$ cat config.mk
export PLATFORM = sky130hd
export DESIGN_NAME = shift_ring_controller_flat
export DESIGN_NICKNAME = d
export VERILOG_FILES = /design/src/rtl/shift_ring_controller_pkg.sv /design/src/rtl/shift_ring_controller_if.sv /design/src/rtl/shift_ring_controller_ring_step_counter.sv /design/src/rtl/shift_ring_controller.sv /design/src/flat_wrapper.sv
export SDC_FILE = /design/constraint.sdc
export NUM_CORES = 1
export LEC_CHECK = 0
export CORE_UTILIZATION = 45
export DETAILED_ROUTE_END_ITERATION = 8
export PLACE_DENSITY = 0.61
export SYNTH_ARGS = -nofsm -noshare
export SYNTH_HDL_FRONTEND = slang
export SYNTH_HIERARCHICAL = 1
export SYNTH_SLANG_ARGS = --single-unit
$ cat constraint.sdc
create_clock -name clk -period 7.26 [get_ports clk]
set_input_delay 0.726 -clock clk [delete_from_list [all_inputs] [get_ports clk]]
set_output_delay 0.726 -clock clk [all_outputs]
set_load 0.01 [all_outputs]
$ cat src/rtl/shift_ring_controller_pkg.sv
// Shared types for the shift-ring controller: FSM states and rotation direction.
package shift_ring_pkg;

    typedef enum logic [1:0] {
        IDLE  = 2'd0,
        SHIFT = 2'd1,
        RESP  = 2'd2
    } state_e;

    typedef enum logic {
        FWD = 1'b0,
        BWD = 1'b1
    } dir_e;

endpackage

$ cat src/rtl/shift_ring_controller_if.sv
// Request/response bus of the shift-ring controller; master = requester, slave = controller.
interface shift_ring_controller_if #(
    parameter int DATA_WIDTH = 8,
    parameter int ADDR_WIDTH = 4
) ();
    logic                  req_valid;
    logic                  req_ready;
    logic                  req_write;
    logic [ADDR_WIDTH-1:0] req_addr;
    logic [DATA_WIDTH-1:0] req_wdata;
    logic                  rsp_valid;
    logic                  rsp_ready;
    logic [DATA_WIDTH-1:0] rsp_rdata;

    modport master (
        output req_valid, req_write, req_addr, req_wdata, rsp_ready,
        input  req_ready, rsp_valid, rsp_rdata
    );

    modport slave (
        input  req_valid, req_write, req_addr, req_wdata, rsp_ready,
        output req_ready, rsp_valid, rsp_rdata
    );
endinterface

$ cat src/rtl/shift_ring_controller_ring_step_counter.sv
// Loadable down-counter of remaining shift cycles; 'last' flags the final shift cycle.
module ring_step_counter #(
    parameter int WIDTH = 8
) (
    input  logic             clk,
    input  logic             rst,
    input  logic             load,
    input  logic             en,
    input  logic [WIDTH-1:0] load_value,
    output logic             last
);
    logic [WIDTH-1:0] count_q, count_d;

    // Next count: load wins, otherwise decrement while enabled and non-zero
    always_comb begin
        count_d = count_q;
        if (load) begin
            count_d = load_value;
        end else if (en && (count_q != '0)) begin
            count_d = count_q - WIDTH'(1);
        end else begin
            count_d = count_q;
        end
    end

    // Count register
    always_ff @(posedge clk) begin
        if (rst) begin
            count_q <= '0;
        end else begin
            count_q <= count_d;
        end
    end

    assign last = (count_q == WIDTH'(1));
endmodule

$ cat src/rtl/shift_ring_controller.sv
// Shift-ring memory controller: words sit in a rotating flop ring and are accessed at the head slot.
// Build macro SHIFT_RING_BIDIR_EN adds backward rotation along the shorter path.
module shift_ring_controller
    import shift_ring_pkg::*;
#(
    parameter  int DATA_WIDTH = 8,
    parameter  int DEPTH      = 16,
    parameter  int LANES      = 1,
    localparam int ADDR_WIDTH = $clog2(DEPTH)
) (
    input  logic                   clk,
    input  logic                   rst,
    shift_ring_controller_if.slave bus,
    output logic [DATA_WIDTH-1:0]  head,
    output logic [ADDR_WIDTH-1:0]  cursor,
    output logic                   busy
);
    localparam int WORD_SHIFTS = DATA_WIDTH / LANES;
    localparam int RING_BITS   = DEPTH * DATA_WIDTH;
    localparam int CNT_W       = $clog2(DEPTH * WORD_SHIFTS);
    localparam int LANE_W      = (WORD_SHIFTS > 1) ? $clog2(WORD_SHIFTS) : 1;

    state_e                state_q, state_d;
    logic                  write_q, write_d;
    logic [DATA_WIDTH-1:0] wdata_q, wdata_d;
    logic [RING_BITS-1:0]  ring_q, ring_d;
    logic [ADDR_WIDTH-1:0] cursor_q, cursor_d;
    logic [LANE_W-1:0]     lane_q, lane_d;
    logic                  rsp_valid_q, rsp_valid_d;
    logic [DATA_WIDTH-1:0] rsp_rdata_q, rsp_rdata_d;

    logic                  accept_s;
    logic [ADDR_WIDTH-1:0] steps_s, words_s, cursor_next_s;
    logic [CNT_W-1:0]      shift_count_s;
    logic [RING_BITS-1:0]  ring_fwd_s, ring_next_s;
    logic                  cnt_load_s, cnt_en_s, cnt_last_s;

    assign accept_s      = (state_q == IDLE) && bus.req_valid;
    assign steps_s       = bus.req_addr - cursor_q;
    assign ring_fwd_s    = {ring_q[LANES-1:0], ring_q[RING_BITS-1:LANES]};
    assign shift_count_s = CNT_W'(words_s) * CNT_W'(WORD_SHIFTS);

`ifdef SHIFT_RING_BIDIR_EN
    localparam logic [ADDR_WIDTH-1:0] HALF_WAY = ADDR_WIDTH'(DEPTH / 2);

    dir_e                 dir_q, dir_d, dir_sel_s;
    logic [RING_BITS-1:0] ring_bwd_s;

    assign ring_bwd_s = {ring_q[RING_BITS-LANES-1:0], ring_q[RING_BITS-1:RING_BITS-LANES]};

    // Shorter way round wins; an exact half turn still goes forward
    always_comb begin
        dir_sel_s     = (steps_s > HALF_WAY) ? BWD : FWD;
        words_s       = (dir_sel_s == BWD) ? (ADDR_WIDTH'(0) - steps_s) : steps_s;
        dir_d         = accept_s ? dir_sel_s : dir_q;
        ring_next_s   = (dir_q == BWD) ? ring_bwd_s : ring_fwd_s;
        cursor_next_s = (dir_q == BWD) ? (cursor_q - ADDR_WIDTH'(1)) : (cursor_q + ADDR_WIDTH'(1));
    end

    // Rotation direction latched at accept
    always_ff @(posedge clk) begin
        if (rst) begin
            dir_q <= FWD;
        end else begin
            dir_q <= dir_d;
        end
    end
`else
    // Forward-only rotation
    always_comb begin
        words_s       = steps_s;
        ring_next_s   = ring_fwd_s;
        cursor_next_s = cursor_q + ADDR_WIDTH'(1);
    end
`endif

    ring_step_counter #(.WIDTH(CNT_W)) u_step_counter (
        .clk        (clk),
        .rst        (rst),
        .load       (cnt_load_s),
        .en         (cnt_en_s),
        .load_value (shift_count_s),
        .last       (cnt_last_s)
    );

    // FSM next state, ring rotation and response capture
    always_comb begin
        state_d     = state_q;
        write_d     = write_q;
        wdata_d     = wdata_q;
        ring_d      = ring_q;
        cursor_d    = cursor_q;
        lane_d      = lane_q;
        rsp_valid_d = rsp_valid_q;
        rsp_rdata_d = rsp_rdata_q;
        cnt_load_s  = 1'b0;
        cnt_en_s    = 1'b0;
        case (state_q)
            IDLE: begin
                if (accept_s) begin
                    write_d    = bus.req_write;
                    wdata_d    = bus.req_wdata;
                    lane_d     = '0;
                    cnt_load_s = 1'b1;
                    if (shift_count_s == '0) begin
                        state_d     = RESP;
                        rsp_valid_d = 1'b1;
                        rsp_rdata_d = ring_q[DATA_WIDTH-1:0];
                        ring_d      = bus.req_write ? {ring_q[RING_BITS-1:DATA_WIDTH], bus.req_wdata} : ring_q;
                    end else begin
                        state_d = SHIFT;
                    end
                end else begin
                    state_d = IDLE;
                end
            end
            SHIFT: begin
                cnt_en_s = 1'b1;
                // The cursor moves only once a whole word has passed the head slot
                if (lane_q == LANE_W'(WORD_SHIFTS - 1)) begin
                    lane_d   = '0;
                    cursor_d = cursor_next_s;
                end else begin
                    lane_d   = lane_q + LANE_W'(1);
                end
                if (cnt_last_s) begin
                    state_d     = RESP;
                    rsp_valid_d = 1'b1;
                    rsp_rdata_d = ring_next_s[DATA_WIDTH-1:0];
                    ring_d      = write_q ? {ring_next_s[RING_BITS-1:DATA_WIDTH], wdata_q} : ring_next_s;
                end else begin
                    state_d = SHIFT;
                    ring_d  = ring_next_s;
                end
            end
            RESP: begin
                if (bus.rsp_ready) begin
                    state_d     = IDLE;
                    rsp_valid_d = 1'b0;
                end else begin
                    state_d = RESP;
                end
            end
            default: begin
                state_d = IDLE;
            end
        endcase
    end

    // State and datapath registers
    always_ff @(posedge clk) begin
        if (rst) begin
            state_q     <= IDLE;
            write_q     <= 1'b0;
            wdata_q     <= '0;
            ring_q      <= '0;
            cursor_q    <= '0;
            lane_q      <= '0;
            rsp_valid_q <= 1'b0;
            rsp_rdata_q <= '0;
        end else begin
            state_q     <= state_d;
            write_q     <= write_d;
            wdata_q     <= wdata_d;
            ring_q      <= ring_d;
            cursor_q    <= cursor_d;
            lane_q      <= lane_d;
            rsp_valid_q <= rsp_valid_d;
            rsp_rdata_q <= rsp_rdata_d;
        end
    end

    assign bus.req_ready = (state_q == IDLE);
    assign bus.rsp_valid = rsp_valid_q;
    assign bus.rsp_rdata = rsp_rdata_q;
    assign head          = ring_q[DATA_WIDTH-1:0];
    assign cursor        = cursor_q;
    assign busy          = (state_q != IDLE);
endmodule

$ cat src/flat_wrapper.sv
// flat-port wrapper written by rule: the top's interface ports become plain ports
module shift_ring_controller_flat import shift_ring_pkg::*;
#(
    parameter  int DATA_WIDTH = 8,
    parameter  int DEPTH      = 16,
    parameter  int LANES      = 1,
    localparam int ADDR_WIDTH = $clog2(DEPTH)
)
  (clk, rst, head, cursor, busy, bus_req_valid, bus_req_write, bus_req_addr, bus_req_wdata, bus_rsp_ready, bus_req_ready, bus_rsp_valid, bus_rsp_rdata);
  shift_ring_controller_if #(.DATA_WIDTH(DATA_WIDTH), .ADDR_WIDTH((4))) bus_i ();
  input  logic clk;
  input  logic rst;
  output logic [DATA_WIDTH-1:0] head;
  output logic [ADDR_WIDTH-1:0] cursor;
  output logic busy;
  input wire logic [$bits(bus_i.req_valid)-1:0] bus_req_valid;
  input wire logic [$bits(bus_i.req_write)-1:0] bus_req_write;
  input wire logic [$bits(bus_i.req_addr)-1:0] bus_req_addr;
  input wire logic [$bits(bus_i.req_wdata)-1:0] bus_req_wdata;
  input wire logic [$bits(bus_i.rsp_ready)-1:0] bus_rsp_ready;
  output wire logic [$bits(bus_i.req_ready)-1:0] bus_req_ready;
  output wire logic [$bits(bus_i.rsp_valid)-1:0] bus_rsp_valid;
  output wire logic [$bits(bus_i.rsp_rdata)-1:0] bus_rsp_rdata;
  assign bus_i.req_valid = bus_req_valid;
  assign bus_i.req_write = bus_req_write;
  assign bus_i.req_addr = bus_req_addr;
  assign bus_i.req_wdata = bus_req_wdata;
  assign bus_i.rsp_ready = bus_rsp_ready;
  assign bus_req_ready = bus_i.req_ready;
  assign bus_rsp_valid = bus_i.rsp_valid;
  assign bus_rsp_rdata = bus_i.rsp_rdata;
  shift_ring_controller #(.DATA_WIDTH(DATA_WIDTH), .DEPTH(DEPTH), .LANES(LANES)) u_core (.clk(clk), .rst(rst), .bus(bus_i), .head(head), .cursor(cursor), .busy(busy));
endmodule
==> impl_metrics.ini, run 1 <==
[synthesis]
dominantRegCellSynth = dfxtp_1
syn_avg_cell_area_um2 = 7.89
ys.warnings.count = 6
synth_area_um2 = 6430
synth_edf_count = 0
synth_area_leaders = dfxtp_1, nand2_1, a21oi_1
synth_top_area_cell = dfxtp_1
async_flop_share = 0
yosysUniqueCellTypes = 51
synth_cells = 815
yosysSeqAreaShare = 0.504
ys_ff_latch = 162
synth_top_area_frac = 0.504

[status]
status = completed

[global_route]
grt_first_pass_wirelength_mm = 20.7
grt_pass1_vias = 4544
grt_use_total = 0.174
antenna_found_initial = 0
overflow = 0
grt_max_degree = 109

[worst_hold_path]
hold_class = reg2reg

[sta]
finClkSkew_ps = 6.54
period_minus_slack_ps = 2980
holdWs_ps = 449
setup_tns_ps = 0
setup_viol = 0
slew_violations = 0
max_freq_mhz = 336
worst_slew_pin_slew_ps = 1040
slew_headroom = 0.306
finalHoldViolCount = 0
fin_crit_sh = 0.411
grt_setup_unrepaired = no

[die]
core_um2 = 13900
io-pin-count = 40
rows = 43
die_area_um2 = 14800
start_util = 0.461
fp.dieW_um = 122
die_y_um = 122

[cells_and_area]
num_antenna_cells = 0
nFillCells = 1288
nets = 842
area_delta_synth_final_pct = 14.8
layout-drive-gt1-share = 0.0545

[power_and_ir_drop]
ir_drop_uv = 197
p_total_w = 0.00200
power_leakage_nw = 2.47
p_per_area_nw_per_um2 = 271

[worst_setup_path]
crit_path_top_delay_cell = buf_4
crit_fanout = 91
required_ps = 7600
path_cells = nand2b_4, inv_4, buf_4, nand2_1, or3_1, a21oi_1
arrival_ps = 3320
crit_path_max_incr_delay_ps = 760
cp-start-kind = flip-flop
path_buf_inv = 2
cp-end-kind = flip-flop
crit_type = reg2reg
cpLargestDelayFamily = buffers and inverters

[routing]
vias_per_cell = 5.24
first_pass_iters = 4
wl_per_cell_um = 12.1
dr.first_iter.drc_count = 403
drcViolationCount = 0
vias = 5265
wirelength_mm = 12.1
ant_nets = 0

[run]
maxCapViolations = 0

[clock_network]
cts_buffer_depth = 2
cts_tree = yes
hold_buffers = 0
clkSlewWorstSetupHoldPaths_ps = 60
worstSkewPairLatency_ps = 410
htree_levels = 4
root_buffer = clkbuf_16
post-cts-setup-buffers = 0
clock_sinks = 162
numCtsBuffers = 17
cts_resized = 0

[placed_design]
dpl.hpwl_mm = 7.22
gp_congestion = 0.741
port_buffers = 39
area by class of cell:
| type | count | area (um2) | area share |
|---|---|---|---|
| Inverter | 17 | 66.3 | 0.00898 |
| Tap cell | 180 | 225 | 0.0305 |
| Timing Repair Buffer | 43 | 418 | 0.0566 |
| Clock inverter | 6 | 130 | 0.0176 |
| Multi-Input combinational cell | 574 | 2830 | 0.384 |
| Sequential cell | 162 | 3240 | 0.439 |
| Clock buffer | 23 | 468 | 0.0634 |
registers in the layout, indices dropped and copies added (netlist names):
signal,flops
u_core/bus.rsp_rdata,8
u_core/bus.rsp_valid,1
u_core/cursor,4
u_core/lane_q,3
u_core/ring_q,128
u_core/state_q,2
u_core/u_step_counter/count_q,7
u_core/wdata_q,8
u_core/write_q,1
cells in the final DEF, fill, tap and decap left out, types with 5 or more instances in the layout:
cell             count
clkbuf_16           17
nor2_1              18
inv_1               15
nand3_1             21
buf_4                5
clkdlybuf4s50_1     38
nand2_1            282
and3_1               9
a211o_2              5
dfxtp_1            162
ha_1                 9
a22o_1               8
a211oi_1            10
a21oi_1            152
cell usage after synthesis, drive strengths merged, types with 4 or more instances:
master / n
a31oi: 4
inv: 16
a22o: 8
ha: 9
dfxtp: 162
a211o: 8
nand3: 21
clkbuf: 30
nand2: 282
nor2: 18
a21oi: 152
and3: 10
a211oi: 10
nand2b: 4
o21ai: 6
buf: 34
worst min-delay path, delay by kind of cell (launching register included):
kind	cells	cell delay, ps
and+or+nand+nor	1	50
DFF	1	310
AOI/OAI and AO/OA	1	50
cell families (layout without fill, tap and decap cells):
group / count (synthesis) / in the layout / synth area share
adders and majority gates: 10 / 10 / 0.0206
buffers and inverters: 81 / 89 / 0.0574
DFF: 162 / 162 / 0.504
and+or+nand+nor: 354 / 354 / 0.229
xor gates and xnor gates: 4 / 4 / 0.00545
AOI/OAI and AO/OA: 203 / 203 / 0.182
other: 1 / 3 / 0.000583
power by group:
group | leakage, nW | internal, W | switching (W)
registers | 1.31 | 0.000905 | 0.0000179
clock network | 0.293 | 0.000587 | 0.000322
logic | 0.871 | 0.0000539 | 0.000117
total | 2.47 | 0.00155 | 0.000457
path summary, 6_finish.rpt:
kind / from / endpoint / slack [ps] / cells past startpoint
max: u_core/state_q[1]$_SDFF_PP0_ / u_core/cursor[3]$_SDFFE_PP0P_ / 4280 / 6
min: u_core/ring_q[105]$_SDFFE_PP0P_ / u_core/ring_q[104]$_SDFFE_PP0P_ / 450 / 2
max reg2reg: u_core/state_q[1]$_SDFF_PP0_ / u_core/cursor[3]$_SDFFE_PP0P_ / 4280 / 6
min reg2reg: u_core/ring_q[105]$_SDFFE_PP0P_ / u_core/ring_q[104]$_SDFFE_PP0P_ / 450 / 2
stage by stage:
step	std cells	setup slack [ps]	utilization	area, um2
finish	1005	4280	0.530	7380
global route	1005	3960	0.530	7380
CTS	1005	4230	0.530	7380
detailed placement	976	4150	0.487	6780
global placement	976	4190	0.487	6780
floorplan	817	4750	-	6440
metal layers:
layer,part of all wire,track usage
met4,0.013,0.0779
met2,0.47,0.278
met3,0.048,0.0399
met5,0,0
met1,0.47,0.224
Power figures use the tool's default switching activity.
==> run 2: changes to the inputs <==
==> constraint.sdc (replaced) <==
create_clock -name clk -period 2.9 [get_ports clk]
set_input_delay 0.29 -clock clk [delete_from_list [all_inputs] [get_ports clk]]
set_output_delay 0.29 -clock clk [all_outputs]
set_load 0.01 [all_outputs]
==> run 2 against run 1 <==
  * Power increased by 140%
  * Largest cell class unchanged
  * Clock power increased by 120%
  * Critical path type unchanged
  * Critical endpoint is now u_core/ring_q[6]$_SDFFE_PP0P_
  * Largest power group unchanged
  * Highest routed layer unchanged
  * Hold slack got worse by 150 ps
==> impl_metrics.ini, run 2 (same netlist as run 1, synthesis figures left out) <==
[status]
status = completed

[global_route]
grt_pass1_vias = 4847
grt_max_degree = 154
grt_first_pass_wirelength_mm = 21.7
overflow = 0
grt_use_total = 0.182
antenna_found_initial = 0

[cells_and_area]
largest_reg_flops = 128
layout_commonest_cell = nand2_1
area_delta_synth_final_pct = 14.7
nets = 844
top_register = u_core/ring_q
layout-drive-gt1-share = 0.0627
num_antenna_cells = 0
final_cell_mix = nand2_1, dfxtp_1, a21oi_1, clkdlybuf4s50_1, nand3_1

[clock_network]
cts_resized = 0
htree_levels = 4
hold_buffers = 0
numCtsBuffers = 17
cts_tree = yes
clock_sinks = 162
clkSlewWorstSetupHoldPaths_ps = 60
worstSkewPairLatency_ps = 410
root_buffer = clkbuf_16
post-cts-setup-buffers = 0
cts_buffer_depth = 2

[worst_setup_path]
crit_type = reg2reg
crit_fanout = 16
required_ps = 3210
arrival_ps = 2690
cp-end-kind = flip-flop
path_buf_inv = 1
crit_path_max_incr_delay_ps = 430
cpLargestDelayFamily = simple AND/OR/NAND/NOR gates
path_cells = ha_1, inv_1, fa_1, xor2_1, nor4_2, o21ai_2, and3_2, o21ba_2
cp-start-kind = flip-flop
crit_path_top_delay_cell = dfxtp_1

[sta]
max_freq_mhz = 419
slew_violations = 0
worst_slew_pin_slew_ps = 816
finClkSkew_ps = 6.35
grt_setup_unrepaired = no
setup_viol = 0
period_minus_slack_ps = 2380
slew_headroom = 0.448
setup_tns_ps = 0
fin_crit_sh = 0.822
finalHoldViolCount = 0

[power_and_ir_drop]
pwr-share-seq = 0.487
p_sw_frac = 0.249
switchingPower_w = 0.00118
power_leakage_nw = 2.46
p_per_area_nw_per_um2 = 644
power_frac_clock = 0.419
internal_power_w = 0.00356
p_total_w = 0.00475
pwr-share-comb = 0.094
ir_drop_uv = 397

[routing]
wl_per_cell_um = 12.4
ant_nets = 0
first_pass_iters = 4
wirelength_mm = 12.5
drcViolationCount = 0
vias = 5259
dr.first_iter.drc_count = 361
vias_per_cell = 5.21

[die]
start_util = 0.461
fp.dieW_um = 122
rows = 43
core_um2 = 13900
die_y_um = 122
io-pin-count = 40
die_area_um2 = 14800

[placed_design]
port_buffers = 39
gp_congestion = 0.768
dpl.hpwl_mm = 7.38

[run]
maxCapViolations = 0

[worst_hold_path]
hold_class = in2reg
==> run 2: cell count changes in the layout (fill, tap and decap cells not counted), moves of 2 or more <==
| cell | previous run | this run |
|---|---|---|
| clkinv_2 | 2 | 6 |
| clkinvlp_4 | 0 | 4 |
| bufinv_16 | 4 | 0 |
| clkbuf_1 | 4 | 2 |
| buf_12 | 0 | 3 |
==> run 2: power groups by stage <==
| stage | combinational (W) | sequential, W | clock (W) |
|---|---|---|---|
| floorplan | 0.000336 | 0.00234 | 0 |
| global placement | 0.000434 | 0.00236 | 0 |
| detailed placement | 0.000449 | 0.00236 | 0 |
| CTS | 0.000449 | 0.00231 | 0.00205 |
| global route | 0.000502 | 0.00232 | 0.00213 |
| finish | 0.000446 | 0.00231 | 0.00199 |
==> run 2: final cells by class <==
type,instances,area [um2]
well taps,180,225
fillers,1313,6560
repair buffers,45,470
inverters,17,66.3
clock buffers,22,474
flip-flops and latches,162,3240
multi-input cells,574,2830
clock inverters,10,60.1
==> run 2: through the flow <==
| step | std cells | utilization | setup slack [ps] | instance area [um2] | hold WS [ps] |
|---|---|---|---|---|---|
| final | 1010 | 0.529 | 515 | 7370 | 298 |
| after global routing | 1010 | 0.529 | 349 | 7370 | 308 |
| after CTS | 1010 | 0.529 | 523 | 7370 | 284 |
| after detailed placement | 978 | 0.491 | 250 | 6840 | 443 |
| after global placement | 978 | 0.491 | 280 | 6840 | 435 |
| after floorplan | 817 | - | 493 | 6440 | 362 |
==> run 2: layer usage <==
layer  GRT usage  vias to the layer above  share of wire
li1            -                     2713              -
met1       0.224                     2455           0.47
met2       0.313                       82           0.48
met3      0.0357                        9          0.039
met4      0.0710                        0         0.0088
met5           0                        -              0
==> run 2: worst reg2reg max path: cells and delay by family (launching register included) <==
family                   cells  cell delay [ps]
flip-flops                   1              430
adder cells (fa/ha/maj)      2              570
AO/OA/AOI/OAI                2              440
buffers and inverters        1               50
XOR/XNOR                     1              200
AND/OR/NAND/NOR              2              600
==> run 2: worst paths after layout <==
path	endpoint	slack, ps	startpoint	cells after the start
max reg2reg	u_core/ring_q[6]$_SDFFE_PP0P_	520	u_core/cursor[0]$_SDFFE_PP0P_	8
max	u_core/ring_q[6]$_SDFFE_PP0P_	520	u_core/cursor[0]$_SDFFE_PP0P_	8
min reg2reg	u_core/ring_q[83]$_SDFFE_PP0P_	450	u_core/ring_q[84]$_SDFFE_PP0P_	2
min	u_core/lane_q[2]$_SDFFE_PP0P_	300	rst	2
==> run 3: changes to the inputs <==
--- a/config.mk
+++ b/config.mk
@@ -7,7 +7,7 @@
 export LEC_CHECK = 0
 export CORE_UTILIZATION = 45
 export DETAILED_ROUTE_END_ITERATION = 8
-export PLACE_DENSITY = 0.61
+export PLACE_DENSITY = 0.64
 export SYNTH_ARGS = -nofsm -noshare
 export SYNTH_HDL_FRONTEND = slang
 export SYNTH_HIERARCHICAL = 1
==> constraint.sdc (replaced) <==
create_clock -name clk -period 1.96 [get_ports clk]
set_input_delay 0.196 -clock clk [delete_from_list [all_inputs] [get_ports clk]]
set_output_delay 0.196 -clock clk [all_outputs]
set_load 0.01 [all_outputs]
==> run 3 against run 2 <==
  * The run now ends with setup timing left
  * Sequential share of layout area is 2.9 points lower
  * Non-clock buffer count grew 30
  * Via count rose by 4.1%
  * Register-to-register slack worse by 690 ps
  * Clock skew hardly changed
  * Clock power is 73% higher
  * Clock-buffer cell count is 1 higher
  * Global-route usage increased by 0.64 points
  * Die area unchanged
  * Hold slack got worse by 39 ps
  * Sequential power grew 48%
  * Largest cell class unchanged
  * Largest power group is now the clock network
  * Highest routed layer unchanged
==> impl_metrics.ini, run 3 (same netlist as run 1, synthesis figures left out) <==
[clock_network]
cts_buffer_depth = 2
clock_sinks = 162
worstSkewPairLatency_ps = 420
numCtsBuffers = 17
clkSlewWorstSetupHoldPaths_ps = 60
htree_levels = 4
root_buffer = clkbuf_16
cts_tree = yes

[worst_setup_path]
crit_path_top_delay_cell = fa_2
arrival_ps = 2490
worstRegToRegCells = 9
crit_type = reg2reg
crit_fanout = 7
cp-start-kind = flip-flop
cp-end-kind = flip-flop
crit_path_max_incr_delay_ps = 370
required_ps = 2310
path_cells = ha_4, inv_2, fa_2, xor2_4, nor4_4, buf_4, o21ai_4, a211o_2, a21oi_2

[sta]
fin_ws_ps = -178
max_freq_mhz = 468
finalHoldViolCount = 0
setup_tns_ps = -2040
setup_viol = 19
worst_slew_pin_slew_ps = 705
holdWs_ps = 259
finClkSkew_ps = 6.62
slew_violations = 0
slew_headroom = 0.530
grt_setup_unrepaired = yes
period_minus_slack_ps = 2140
fin_crit_sh = 1.09

[cells_and_area]
area_delta_synth_final_pct = 22.9
layout-drive-gt1-share = 0.117
layout_commonest_cell = nand2_1
stdcell_count = 1040
num_antenna_cells = 0
largest_reg_flops = 128
nets = 875
final_util = 0.567
final_cell_mix = nand2_1, dfxtp_1, a21oi_1, clkdlybuf4s50_1, buf_4
nFillCells = 1251
stdcell_area_um2 = 7900
top_register = u_core/ring_q

[global_route]
overflow = 0
grt_max_degree = 154
grt_use_total = 0.189
grt_first_pass_wirelength_mm = 22.3
grt_pass1_vias = 5012
antenna_found_initial = 0

[placed_design]
place_area_um2 = 7020
port_buffers = 39
dpl.hpwl_mm = 7.86
gp_congestion = 0.795
dp_cells = 996

[power_and_ir_drop]
p_sw_frac = 0.236
power_frac_clock = 0.451
internal_power_w = 0.00582
pwr-share-seq = 0.448
switchingPower_w = 0.00180
power_leakage_nw = 2.69
p_per_area_nw_per_um2 = 965
ir_drop_uv = 616
pwr-share-comb = 0.101

[run]
maxCapViolations = 0

[die]
die_area_um2 = 14800
rows = 43
start_util = 0.461
fp.dieW_um = 122
core_um2 = 13900
io-pin-count = 40
die_y_um = 122

[routing]
wirelength_mm = 13.5
vias = 5474
first_pass_iters = 5
drcViolationCount = 0
dr.first_iter.drc_count = 444
ant_nets = 0
vias_per_cell = 5.26
wl_per_cell_um = 12.9

[status]
status = finished with violations
failed_checks = setup timing

[worst_hold_path]
hold_depth = 2
hold_class = in2reg
run 3: layout make-up:
class | count | area (um2) | area share
Clock buffer | 23 | 468 | 0.0592
Clock inverter | 8 | 151 | 0.0192
Inverter | 17 | 68.8 | 0.00871
Multi-Input combinational cell | 575 | 2990 | 0.379
Sequential cell | 162 | 3250 | 0.411
Tap cell | 180 | 225 | 0.0285
Timing Repair Buffer | 75 | 746 | 0.0944
run 3: path summary, 6_finish.rpt:
check	startpoint	endpoint	slack (ps)
setup reg to reg	u_core/cursor[0]$_SDFFE_PP0P_	u_core/ring_q[1]$_SDFFE_PP0P_	-180
setup / recovery	u_core/cursor[0]$_SDFFE_PP0P_	u_core/ring_q[1]$_SDFFE_PP0P_	-180
hold / removal	rst	u_core/ring_q[7]$_SDFFE_PP0P_	260
hold reg to reg	u_core/ring_q[26]$_SDFFE_PP0P_	u_core/ring_q[25]$_SDFFE_PP0P_	450
run 3: per-stage QoR:
stage	power (W)	setup slack [ps]
2_1_floorplan	0.00398	-162
6_report	0.00762	-178
4_1_cts	0.00767	-192
3_5_place_dp	0.00420	-704
5_1_grt	0.00792	-222
3_3_place_gp	0.00418	-536
run 3: repair_timing:
| action | CTS | global route |
|---|---|---|
| resized for setup | 12 | 18 |
| hold buffers | 0 | 0 |
| setup buffers | 5 | 7 |
| pin swaps | 17 | 7 |
| cloned | 1 | 0 |
| setup endpoints to repair | 19 | 23 |
run 3: critical path: cells and delay by family (launching register included):
family,cells,cell delay (ps)
xor gates and xnor gates,1,190
AOI/OAI and AO/OA,3,600
DFF,1,360
and+or+nand+nor,1,210
buffers and inverters,2,210
adders and majority gates,2,500
run 3: power groups by stage:
stage          clock network [W]  registers (W)  logic, W
2_1_floorplan                  0        0.00346  0.000516
3_3_place_gp                   0        0.00348  0.000704
3_5_place_dp                   0        0.00348  0.000722
4_1_cts                  0.00352        0.00341  0.000739
5_1_grt                  0.00366        0.00342  0.000843
6_report                 0.00344        0.00341  0.000771
run 3: routing by layer:
metal  track usage  wire (um)  part of all wire
met5             0          0                 0
met4        0.0841        249             0.019
met3        0.0470        528             0.039
met2         0.317       6460              0.48
met1         0.227       6220              0.46
==> RTL edit 1, RTL diff (config.mk and constraints of run 2) <==
`DEPTH` is set to 16 in 2 places; all go to 32.
--- a/src/rtl/shift_ring_controller.sv
+++ b/src/rtl/shift_ring_controller.sv
@@ -5,5 +5,5 @@
 #(
     parameter  int DATA_WIDTH = 8,
-    parameter  int DEPTH      = 16,
+    parameter  int DEPTH      = 32,
     parameter  int LANES      = 1,
     localparam int ADDR_WIDTH = $clog2(DEPTH)
--- a/src/flat_wrapper.sv
+++ b/src/flat_wrapper.sv
@@ -3,5 +3,5 @@
 #(
     parameter  int DATA_WIDTH = 8,
-    parameter  int DEPTH      = 16,
+    parameter  int DEPTH      = 32,
     parameter  int LANES      = 1,
     localparam int ADDR_WIDTH = $clog2(DEPTH)
Interface: changed (resized cursor); port bits go from 40 to 41. No check against the original RTL was run, so the function may have changed too.
==> RTL edit 1 against run 2 <==
- core utilization increased by 0.44 points
- wire length up 63%
- design area is 71% higher
- combinational power increased by 79%
- worst hold slack worse by 110 ps
- area after synthesis grew 71%
- clock power rose by 120%
- total power grew 94%
- setup slack lost 69 ps
- sequential power increased by 79%
- via count grew 63%
- sequential cell count up 130
- clock skew increased by 2.5 ps
- final cell count grew 69%
- critical path type unchanged
==> RTL edit 1: results (changes against run 2) <==
Logic synthesis
  • Adder-Cell Fraction of Synth Area: 1.32% (-0.74 points)
  • Unique cell type count in the Yosys netlist: 62 (+22%)
  • Synth area leaders: sky130_fd_sc_hd__dfxtp_1, sky130_fd_sc_hd__nand2_1, sky130_fd_sc_hd__a21oi_1, sky130_fd_sc_hd__clkbuf_1, sky130_fd_sc_hd__ha_1
  • Commonest cells in the netlist: sky130_fd_sc_hd__nand2_1, sky130_fd_sc_hd__dfxtp_1, sky130_fd_sc_hd__a21oi_1
  • Complex-gate fraction of the synthesized area: 17.4% (-0.88 points)
  • Fraction of synthesized cell area in xor and xnor cells: 0.718% (+0.17 points)
  • Post-synthesis mux area share: 1.00% (+1.0 points)
  • Post-Syn Instances: 1,385 (+70%)

Final layout
  • Fraction of layout instances using a drive strength above 1: 6.26% (about the same)
  • Final Instance Count excl. Fillers: 1,708 (+69%)
  • Max FFs per register: 256 (+100%)

Run status
  • Run status: completed

Route
  • Violation count after the first detailed-route iteration: 696 (+93%)
  • Routed via count: 8,553 (+63%)
  • Number of search-and-repair iterations in the first detailed-routing pass: 5 (+1)

STA
  • Worst Hold Margin: 193 ps (-105 ps)
  • Min Clock Period, post-route: 2450 ps (+68.7 ps)

Worst hold path
  • Worst min-delay path endpoint: u_core/cursor[0]

Setup path
  • CP top delay family: compound AO/OA/AOI/OAI gates
  • Worst-path fanout max: 9 (-7)
  • Data arrival time of the worst path: 2920 ps (+230 ps)
  • Register-to-register path setup slack: 450 ps (-70 ps)

Placed design
  • Post-placement setup slack: 163 ps (-86.4 ps)
  • Count of input and output buffers: 40 (+2.6%)
  • DP Wirelength: 11.3 mm (+53%)

CTS
  • Maximum buffer depth of the clock tree: 3 (+1)
  • TritonCTS buffer count: 31 (+14)
  • Clk_lat worst skew: 550 ps (+140 ps)

GRT
  • Wire length of the first global-routing pass: 34.7 mm (+60%)
  • Vias in the first global route: 7,551 (+56%)

Power
  • Power Dens Cells: 730 nW/µm² (+13%)
  • Switching Power: 2.18 mW (+85%)
  • Power dissipated in combinational cells: 0.797 mW (+79%)
  • Clock group share of total power: 46.6% (+4.7 points)
## RTL edit 1: cell types whose count changed after synthesis, sizes merged, moves of 8 or more
cell,change
nand2,+239
dfxtp,+130
a21oi,+113
clkbuf,+38
inv,+15
nor2,+15
nand3,-13
mux2i,+11
and3,-10
o211ai,+9
a22o,-8
## RTL edit 1: area by class of cell
type,count,area (µm²)
tap,319,399
fill,2331,11100
multi-input combinational,955,4570
clock buffer,43,921
sequential,292,5850
timing repair buffer,53,541
clock inverter,15,231
inverter,31,124
## RTL edit 1: worst register-to-register path: stages, from the launching register on
cell and delay, ps:
sky130_fd_sc_hd__dfxtp_1 420, sky130_fd_sc_hd__ha_1 200, sky130_fd_sc_hd__inv_1 50, sky130_fd_sc_hd__fa_1 400, sky130_fd_sc_hd__a211o_1 320, sky130_fd_sc_hd__a311oi_2 330, sky130_fd_sc_hd__o211a_1 250, sky130_fd_sc_hd__o21ai_2 140
sky130_fd_sc_hd__a211oi_1 270
## RTL edit 1: worst max-delay path by stage
| stage | from | end | cells past startpoint |
|---|---|---|---|
| 2_1_floorplan | u_core/state_q[1] | u_core/u_step_counter/count_q[7] | 9 |
| 3_3_place_gp | bus_req_addr[0] | u_core/bus.rsp_valid | 10 |
| 3_5_place_dp | bus_req_addr[0] | u_core/bus.rsp_rdata[7] | 10 |
| 4_1_cts | u_core/cursor[0] | u_core/bus.rsp_rdata[7] | 8 |
| 5_1_grt | u_core/cursor[0] | u_core/bus.rsp_rdata[7] | 8 |
| 6_report | u_core/cursor[0] | u_core/bus.rsp_rdata[7] | 8 |
## RTL edit 1: layer usage
metal / vias to the layer above / share of wire, % / wire length, µm
li1: 4479 / - / -
met1: 3950 / 50 / 10200
met2: 91 / 45 / 9160
met3: 33 / 3.0 / 603
met4: 0 / 2.1 / 434
met5: - / 0 / 0
==> RTL edit 2, RTL diff (settings of run 2) <==
Without the edit above. Encoding of `state_e`: now one-hot (3 bits for 3 states).
--- a/src/rtl/shift_ring_controller_pkg.sv
+++ b/src/rtl/shift_ring_controller_pkg.sv
@@ -2,8 +2,8 @@
 package shift_ring_pkg;
 
-    typedef enum logic [1:0] {
-        IDLE  = 2'd0,
-        SHIFT = 2'd1,
-        RESP  = 2'd2
+    typedef enum logic [2:0] {
+        IDLE  = 3'b001,
+        SHIFT = 3'b010,
+        RESP  = 3'b100
     } state_e;
 
Formal check against the unedited RTL: same outputs for any inputs over 4 cycles, from zero or initial values and one cycle with rst high; so few cycles prove little.
==> RTL edit 2 against run 2 <==
- total power grew 0.49%
- setup slack lost 71 ps
- wire length shrank 0.30%
- sequential cell count grew 1
- area after synthesis grew 3.0%
- design area grew 2.6%
- highest routed layer unchanged
==> RTL edit 2: results (changes against run 2) <==
Power
  • Cell-internal power: 3.68 mW (+3.2%)
  • Leakage power total: 2.58 nW (+4.9%)
  • Highest ir drop seen on vdd: 0.415 mV (+4.4%)

Worst hold path
  • Hold path start: u_core/ring_q[67]
  • Worst hold path class: reg -> reg
  • Worst min-delay path endpoint: u_core/ring_q[66]
  • Number of cells on the worst hold path: 2 (unchanged)

GRT
  • Met2 track demand over resource: 30.1% (-1.2 points)
  • Met3 track utilization from global routing: 3.97% (+0.40 points)
  • Total GRT Usage: 17.7% (-0.49 points)
  • Largest net degree at the start of global routing: 122 (-21%)
  • Met1 Usage GRT: 21.2% (-1.1 points)
  • Vias in the first global route: 4,849 (+0.041%)
  • Wire length of the first global-routing pass: 21.3 mm (-1.9%)

Logic synthesis
  • Commonest cells in the netlist: sky130_fd_sc_hd__nand2_1, sky130_fd_sc_hd__dfxtp_1, sky130_fd_sc_hd__a21oi_1
  • Unique cell type count in the Yosys netlist: 51 (unchanged)
  • Synth area leaders: sky130_fd_sc_hd__dfxtp_1, sky130_fd_sc_hd__nand2_1, sky130_fd_sc_hd__a21oi_1, sky130_fd_sc_hd__mux2i_1, sky130_fd_sc_hd__clkbuf_1
  • Proportion of synthesized chip area in sequential cells: 49.3% (-1.2 points)

Route
  • Average routed wire per standard cell: 12.3 µm (-0.99%)
  • Violation count after the first detailed-route iteration: 399 (+11%)
  • Number of search-and-repair iterations in the first detailed-routing pass: 6 (+2)
  • Detail-routed via count per cell: 5.17 (-0.69%)

Setup path
  • Register-to-register path setup slack: 440 ps (-70 ps)
  • Reg2reg end: u_core/bus.rsp_rdata[6]
  • FF-to-FF Start: u_core/cursor[0]
  • Data arrival time of the worst path: 2760 ps (+70 ps)
  • Worst-path fanout max: 9 (-7)
  • Logic depth of the worst register-to-register path: 7 (-1)

Final layout
  • Filler Cells Inserted: 1,308 (-0.38%)
  • Fraction of layout instances using a drive strength above 1: 6.93% (+0.66 points)
  • Total Nets Final: 851 (+0.83%)
  • Max FFs per register: 128 (unchanged)

STA
  • Final clock skew: 4.87 ps (-1.48 ps)
  • Slew @ Worst Pin: 1190 ps (+371 ps)

Placed design
  • DP Wirelength: 7.65 mm (+3.7%)
  • Gpl congestion: 0.794 (+3.4%)

Run status
  • Run status: completed

CTS
  • Root cell of the clock tree: sky130_fd_sc_hd__clkbuf_16
  • Clk_lat worst skew: 410 ps (about the same)
  • Post-CTS repair timing setup buffer count: 0 (unchanged)

Job
  • MaxCap Viol Count: 0 (unchanged)
-- RTL edit 2: through the flow --
stage / cells / worst slack [ps] / power (mW) / hold WS (ps) / cell area [µm²]
2_1_floorplan: 820 / 333 / 2.56 / 362 / 6630
3_3_place_gp: 985 / 202 / 2.64 / 436 / 6990
3_5_place_dp: 985 / 151 / 2.65 / 442 / 6990
4_1_cts: 1017 / 449 / 4.83 / 451 / 7560
5_1_grt: 1017 / 222 / 4.94 / 466 / 7560
6_report: 1017 / 444 / 4.77 / 446 / 7560
-- RTL edit 2: worst max-delay path by stage --
stage	end	slack, ps	cells after the start
2_1_floorplan	u_core/u_step_counter/count_q[5]	330	9
3_3_place_gp	u_core/bus.rsp_rdata[3]	200	8
3_5_place_dp	u_core/bus.rsp_rdata[6]	150	8
4_1_cts	u_core/bus.rsp_rdata[6]	450	7
5_1_grt	u_core/bus.rsp_rdata[6]	220	7
6_report	u_core/bus.rsp_rdata[6]	440	7
-- RTL edit 2: critical path, delay by kind of cell, from the launching register on --
family                     cells  cell delay (ps)
xor gates and xnor gates       1              200
DFF                            1              420
and+or+nand+nor                1              350
muxes                          1              380
buffers and inverters          1               50
adders and majority gates      2              560
AOI/OAI and AO/OA              1              390
-- RTL edit 2: kinds of logic after synthesis --
group,Yosys count,synth area share (%)
buffers and inverters,81,6.09
adder cells (fa/ha/maj),10,2.00
AO/OA/AOI/OAI,176,15.1
multiplexers,25,3.93
AND/OR/NAND/NOR,358,23.0
flip-flops,163,49.3
XOR/XNOR,4,0.529
other,1,0.0566
-- RTL edit 2: metal layers --
metal  wire length, µm  vias to the layer above
li1                  -                     2711
met1              6050                     2465
met2              5930                       70
met3               352                       13
met4               159                        0
met5                 0                        -
-- RTL edit 2: layout make-up --
cell class                 count  area share [%]
inverter                      18            1.06
tap                          180            2.98
sequential                   163            43.1
clock buffer                  20            5.90
clock inverter                12            1.72
timing repair buffer          48            6.02
multi-input combinational    576            39.2
-- RTL edit 2: power groups by stage --
stage,Clock (mW),Combinational (mW),Sequential [mW]
2_1_floorplan,0,0.217,2.34
3_3_place_gp,0,0.288,2.35
3_5_place_dp,0,0.296,2.35
4_1_cts,2.23,0.297,2.30
5_1_grt,2.31,0.328,2.30
6_report,2.17,0.295,2.30
